`src/rtl/gate_level_full_adder.sv`:
```
// LANES-wide single-bit full adder built from 2-input NAND gates, one registered stage.
// Optional GATE_LEVEL_FULL_ADDER_CHECK_EN adds a behavioural reference and sticky err flag.
module gate_level_full_adder #(
    parameter int LANES = 1
) (
    input  logic             clk,
    input  logic             rst_n,
    input  logic             in_valid,
    input  logic [LANES-1:0] a,
    input  logic [LANES-1:0] b,
    input  logic [LANES-1:0] c,
    output logic             out_valid,
    output logic [LANES-1:0] h,
    output logic [LANES-1:0] l
`ifdef GATE_LEVEL_FULL_ADDER_CHECK_EN
    ,
    output logic             err
`endif
);

    wire [LANES-1:0] n1, n2, n3, x, n5, n6, n7, sum, carry;

    // Nine-NAND network per slice: x = a^b, sum = x^c, carry = NAND(n1, n5).
    for (genvar i = 0; i < LANES; i++) begin : g_slice
        nand g_n1 (n1[i],    a[i],  b[i]);
        nand g_n2 (n2[i],    a[i],  n1[i]);
        nand g_n3 (n3[i],    b[i],  n1[i]);
        nand g_x  (x[i],     n2[i], n3[i]);
        nand g_n5 (n5[i],    x[i],  c[i]);
        nand g_n6 (n6[i],    x[i],  n5[i]);
        nand g_n7 (n7[i],    c[i],  n5[i]);
        nand g_s  (sum[i],   n6[i], n7[i]);
        nand g_c  (carry[i], n1[i], n5[i]);
    end

    // NOTE: sequential state uses non-blocking assignments so every register samples pre-edge values.
    always_ff @(posedge clk or negedge rst_n) begin
        if (!rst_n) begin
            out_valid <= 1'b0;
            h         <= '0;
            l         <= '0;
        end else begin
            out_valid <= in_valid;
            if (in_valid) begin
                h <= carry;
                l <= sum;
            end
        end
    end

`ifdef GATE_LEVEL_FULL_ADDER_CHECK_EN
    logic [LANES-1:0] ref_carry, ref_sum;
    logic [LANES-1:0] ref_h, ref_l;

    // NOTE: defaults first in always_comb so no path leaves a variable unassigned (no latch).
    always_comb begin
        logic [1:0] total;
        ref_carry = '0;
        ref_sum   = '0;
        for (int i = 0; i < LANES; i++) begin
            total        = 2'(a[i]) + 2'(b[i]) + 2'(c[i]);
            ref_carry[i] = total[1];
            ref_sum[i]   = total[0];
        end
    end

    always_ff @(posedge clk or negedge rst_n) begin
        if (!rst_n) begin
            ref_h <= '0;
            ref_l <= '0;
            err   <= 1'b0;
        end else begin
            if (in_valid) begin
                ref_h <= ref_carry;
                ref_l <= ref_sum;
            end
            // Compares the registered pair, so err lags the offending result by one cycle.
            if (out_valid && ({h, l} != {ref_h, ref_l}))
                err <= 1'b1;
        end
    end
`endif

endmodule

```
`config.mk`:
```
export PLATFORM = sky130hd
export DESIGN_NAME = gate_level_full_adder
export DESIGN_NICKNAME = d
export VERILOG_FILES = /design/src/rtl/gate_level_full_adder.sv
export SDC_FILE = /design/constraint.sdc
export NUM_CORES = 1
export LEC_CHECK = 0
export ABC_AREA = 1
export CORE_AREA = 2 2 39 41
export CTS_BUF_LIST = sky130_fd_sc_hd__clkbuf_4 sky130_fd_sc_hd__clkbuf_8 sky130_fd_sc_hd__clkbuf_16
export DETAILED_ROUTE_END_ITERATION = 16
export DIE_AREA = 0 0 41 43
export GPL_TIMING_DRIVEN = 1
export HOLD_SLACK_MARGIN = 0.1
export PLACE_DENSITY = 0.32
export SYNTH_ARGS = -nofsm -noshare
export SYNTH_HDL_FRONTEND = slang
export SYNTH_SLANG_ARGS = --single-unit
```
`constraint.sdc`:
```
create_clock -name clk -period 0.8 [get_ports clk]
set_clock_uncertainty 0.05 [all_clocks]
set_input_delay 0.16 -clock clk [delete_from_list [all_inputs] [get_ports clk]]
set_output_delay 0.16 -clock clk [all_outputs]
set_load 0.05 [all_outputs]
```
### Word level (Yosys, flattened, before mapping)

Index checks and enable logic that the tools add are counted.

| cells by class | value |
|---|---|
| add/subtract/negate cells | 0 |
| $mul | 0 |
| div/mod/pow operators | 0 |
| order comparisons | 0 |
| equal/unequal tests | 0 |
| shift operators | 0 |
| muxes and demuxes | 0 |
| bitwise operators | 18 |
| reduce and logical (&&, ||, !) cells | 0 |

Operators with widths:

| operator | number |
|---|---|
| 1-bit bitwise AND | 9 |
| 1-bit inverter | 9 |

| word-level totals | value |
|---|---|
| register bits | 3 |
| bits in latches | 0 |
| RAM bits | 0 |
| bits in read-only memories | 0 |
| input bits | 6 |
| word-level logic and storage cells | 21 |
| memories | 0 |

### Depth between registers and ports, before layout

| depth | value |
|---|---|
| depth in word-level cells | 12 |
| gate-level depth with buffers | 3 |
| gate-level depth less buffers | 3 |

### Worst setup path before layout

OpenSTA, ideal clock, no wires.

| path | value |
|---|---|
| path type | in2reg |
| start | in a |
| end | reg l |
| setup time | 0.119 ns |
| arrival | 0.722 ns |
| required time | 0.631 ns |
| path slack | -0.091 ns |
| cell stages on the path | 3 |
| path through | fa_1 -> nand2_1 -> nand2_1 |

| between the ends | value |
|---|---|
| longest elaborated chain between the ends | 12 |
| elaborated cells between the ends (all ways) | 16 |
| classes of those cells | bitwise: 16 |

RTL lines:

| what | RTL line | text |
|---|---|---|
| start: declaration | 9 | `input logic [LANES-1:0] a,` |
| 1-bit bitwise AND | 25 | `nand g_n1 (n1[i], a[i], b[i]);` |
| 1-bit inverter | 25 |  |
| 1-bit bitwise AND, on equally long branches | 26, 27 |  |
| 1-bit inverter, on equally long branches | 26, 27 |  |
| 1-bit bitwise AND * | 28 | `nand g_x (x[i], n2[i], n3[i]);` |
| 1-bit inverter * | 28 |  |
| 1-bit bitwise AND | 29 | `nand g_n5 (n5[i], x[i], c[i]);` |
| 1-bit inverter | 29 |  |
| 1-bit bitwise AND, on equally long branches | 30, 31 |  |
| 1-bit inverter, on equally long branches | 30, 31 |  |
| 1-bit bitwise AND * | 32 | `nand g_s (sum[i], n6[i], n7[i]);` |
| 1-bit inverter * | 32 |  |
| end signal: assignment | 46 | `l <= sum;` |
| end: declaration | 14 | `output logic [LANES-1:0] l` |

Mark *: on every way between the ends. The rest lies on a longest branch, timed or not.
A chain may end at the register's enable or synchronous reset.

### Worst setup path in the final report

| path | value |
|---|---|
| start | reg l |
| end | out l |

No word-level cell between the ends.

==> reports/metrics.cfg <==
[outcome]
status=complete, but fails checks
violations=negative setup slack

[logic_synthesis]
synthesis.area_um2=121
synth.net_count=18
synth_area_leaders=dfrtp_1 (62%), nand2_1 (19%), fa_1 (16%), inv_1 (3.1%)
synth_top_cell_area_share_pct=61.9
yosysUniqueCellTypes=4
synth_area_leader_cell=dfrtp_1
synth_cells=11
syn_area_per_cell_um2=11.0
ys_seq_area_share_pct=61.9
yosys_warnings=0
ys_ff_latch=3

[floorplanning]
die_h_um=43
num_rows=14
dieWidth_um=41
pin_count=9
initial_core_util_pct=8.77
core_um2=1380
fp.dieArea_um2=1760

[detailed_routing]
vias=129
ant_nets=0
wirelength_um=279
drt-wirelength-per-cell_um=6.98
dr.pass1.iters=1
drt_iter0_drc=0
route.detailed.drc=0
via_per_inst=3.23

[clock_tree]
cts_buffer_depth=2
numCtsBuffers=3
cts.htree.levels=1
clk_pin_slew_ns=0.04
cts_tree=done
cts.sinks=3
root_buffer=clkbuf_4
clock_latency_ns=0.23

[timing]
rsz0062_at_grt=true
finalMaxSlewViolations=0
post-route-period-util_pct=127
relSlewSlack_pct=90.5
max_freq_mhz=988
tightest_slew_ns=0.142
finalWorstSetupSlack_ns=-0.212
hold_viol_final=0
finalSetupTns_ns=-0.623
setup_viol=4
min_period_ns=1.01

[setup_path]
worstSetupStartpoint=l
reg2reg_setup_slack_ns=-0.02
critPathMaxStageDelay_ns=0.42
path_max_fanout=2
required_ns=0.59
cpMaxStageDelayCell=dfrtp_2
arrival_ns=0.80
worstSetupEndpoint=l
critical_path_class=reg2out
cp_top_family=flip-flops
crit_buf_inv=1
r2r-end=h
critPathLaunchType=register
cp_num_cells=1
rr_startpoint=h
critPathCaptureType=output pin
r2r_cells=3
path_cells=buf_12

[hold_path]
worstHoldPathType=in2async

[layout]
nFillCells=157
multi_input_area_um2=45.0
fin_nets=32
n_antenna_cell=0
post_layout_nonfiller_instances=40
regArea_um2=77.6
final_area_um2=288
area_growth_pct=137
drive_gt1_share_pct=58.3

[power_and_ir_drop]
power_density_nw_per_um2=2320
power_switching_share_pct=27.4
leakage_nw=0.145
ir_worst_vdd_uv=575
seqPwrFrac_pct=28.2
combinationalPowerShare_pct=26.6
power_switching_w=0.000182
p_clk_share_pct=45.3
power.internal_w=0.000484
fin_total_pwr_w=0.000667

[global_routing]
grt_max_degree=5
grt.overflow.total=0
first_global_vias=125
grt_pass1_wl_um=489
track_usage_pct=4.94
antenna_found_initial=0

[place]
postPlaceCellArea_um2=254
dpl.cell_count=35
io_buffers=8
place.gp.congestion=0.622

[job]
maxCapViolCount=0

layout by cell type, fill, tap and decap left out:
cell,count
buf_12,3
clkbuf_4,4
inv_1,1
buf_4,1
dfrtp_1,1
clkdlybuf4s50_1,1
dlymetal6s2s_1,1
buf_2,1
dfrtp_2,2
nand2_1,6
clkbuf_2,1
buf_6,1
fa_2,1
power groups by stage:
| stage | Combinational (W) | Sequential (W) | Clock [W] |
|---|---|---|---|
| detailed placement | 0.000175 | 0.000190 | 0 |
| global route | 0.000191 | 0.000189 | 0.000320 |
| floorplan | 0.0000176 | 0.000237 | 0 |
| CTS | 0.000180 | 0.000188 | 0.000317 |
| finish | 0.000177 | 0.000188 | 0.000302 |
| global placement | 0.000174 | 0.000190 | 0 |
repair_timing:
item,4_1_cts,5_1_grt
setup buffers,1,0
gates cloned,0,0
resized for setup,10,4
setup endpoints to repair,5,5
endpoints found under the hold margin,3,4
pin swaps,1,2
cell type report:
| cell class | instances | share of cell area [%] |
|---|---|---|
| repair buffers | 9 | 38.7 |
| multi-input cells | 7 | 15.7 |
| inverters | 1 | 1.30 |
| well taps | 16 | 6.96 |
| flip-flops and latches | 3 | 27.0 |
| clock buffers | 4 | 10.4 |
layer usage:
metal  track usage [%]  part of all wire, %
met5                 0                    0
met2              5.00                   33
met3              3.14                   17
met4              8.00                  6.8
met1              4.89                   43
synth_stat cells, drive strengths merged:
| library cell | number |
|---|---|
| nand2 | 6 |
| dfrtp | 3 |
| fa | 1 |
| inv | 1 |
worst min path at each step:
stage	from	end	slack, ns	depth (start not counted)
finish	rst_n	h	0.05	1
detailed placement	rst_n	out_valid	0.30	1
CTS	rst_n	h	0.05	1
floorplan	rst_n	h	-0.19	0
global route	rst_n	l	0.07	1
global placement	rst_n	out_valid	0.31	1
cells by family after synthesis:
| logic type | after synthesis | synth area share (%) |
|---|---|---|
| simple gates | 6 | 18.6 |
| flops | 3 | 61.9 |
| buf+inv | 1 | 3.09 |
| fa+ha+maj | 1 | 16.5 |
state kept, by name (all words and copies together), names as in the netlist:
| signal | count |
|---|---|
| out_valid | 1 |
| l | 1 |
| h | 1 |
metrics by stage:
stage                     hold WS [ns]  setup slack, ns  utilization, %
after floorplan                 -0.186          -0.0771               -
after global placement           0.305           -0.540            18.4
after detailed placement         0.301           -0.554            18.4
after CTS                       0.0488           -0.224            21.0
after global routing            0.0711           -0.228            20.8
final                           0.0542           -0.212            20.8
(Power assumes the default switching activity.)
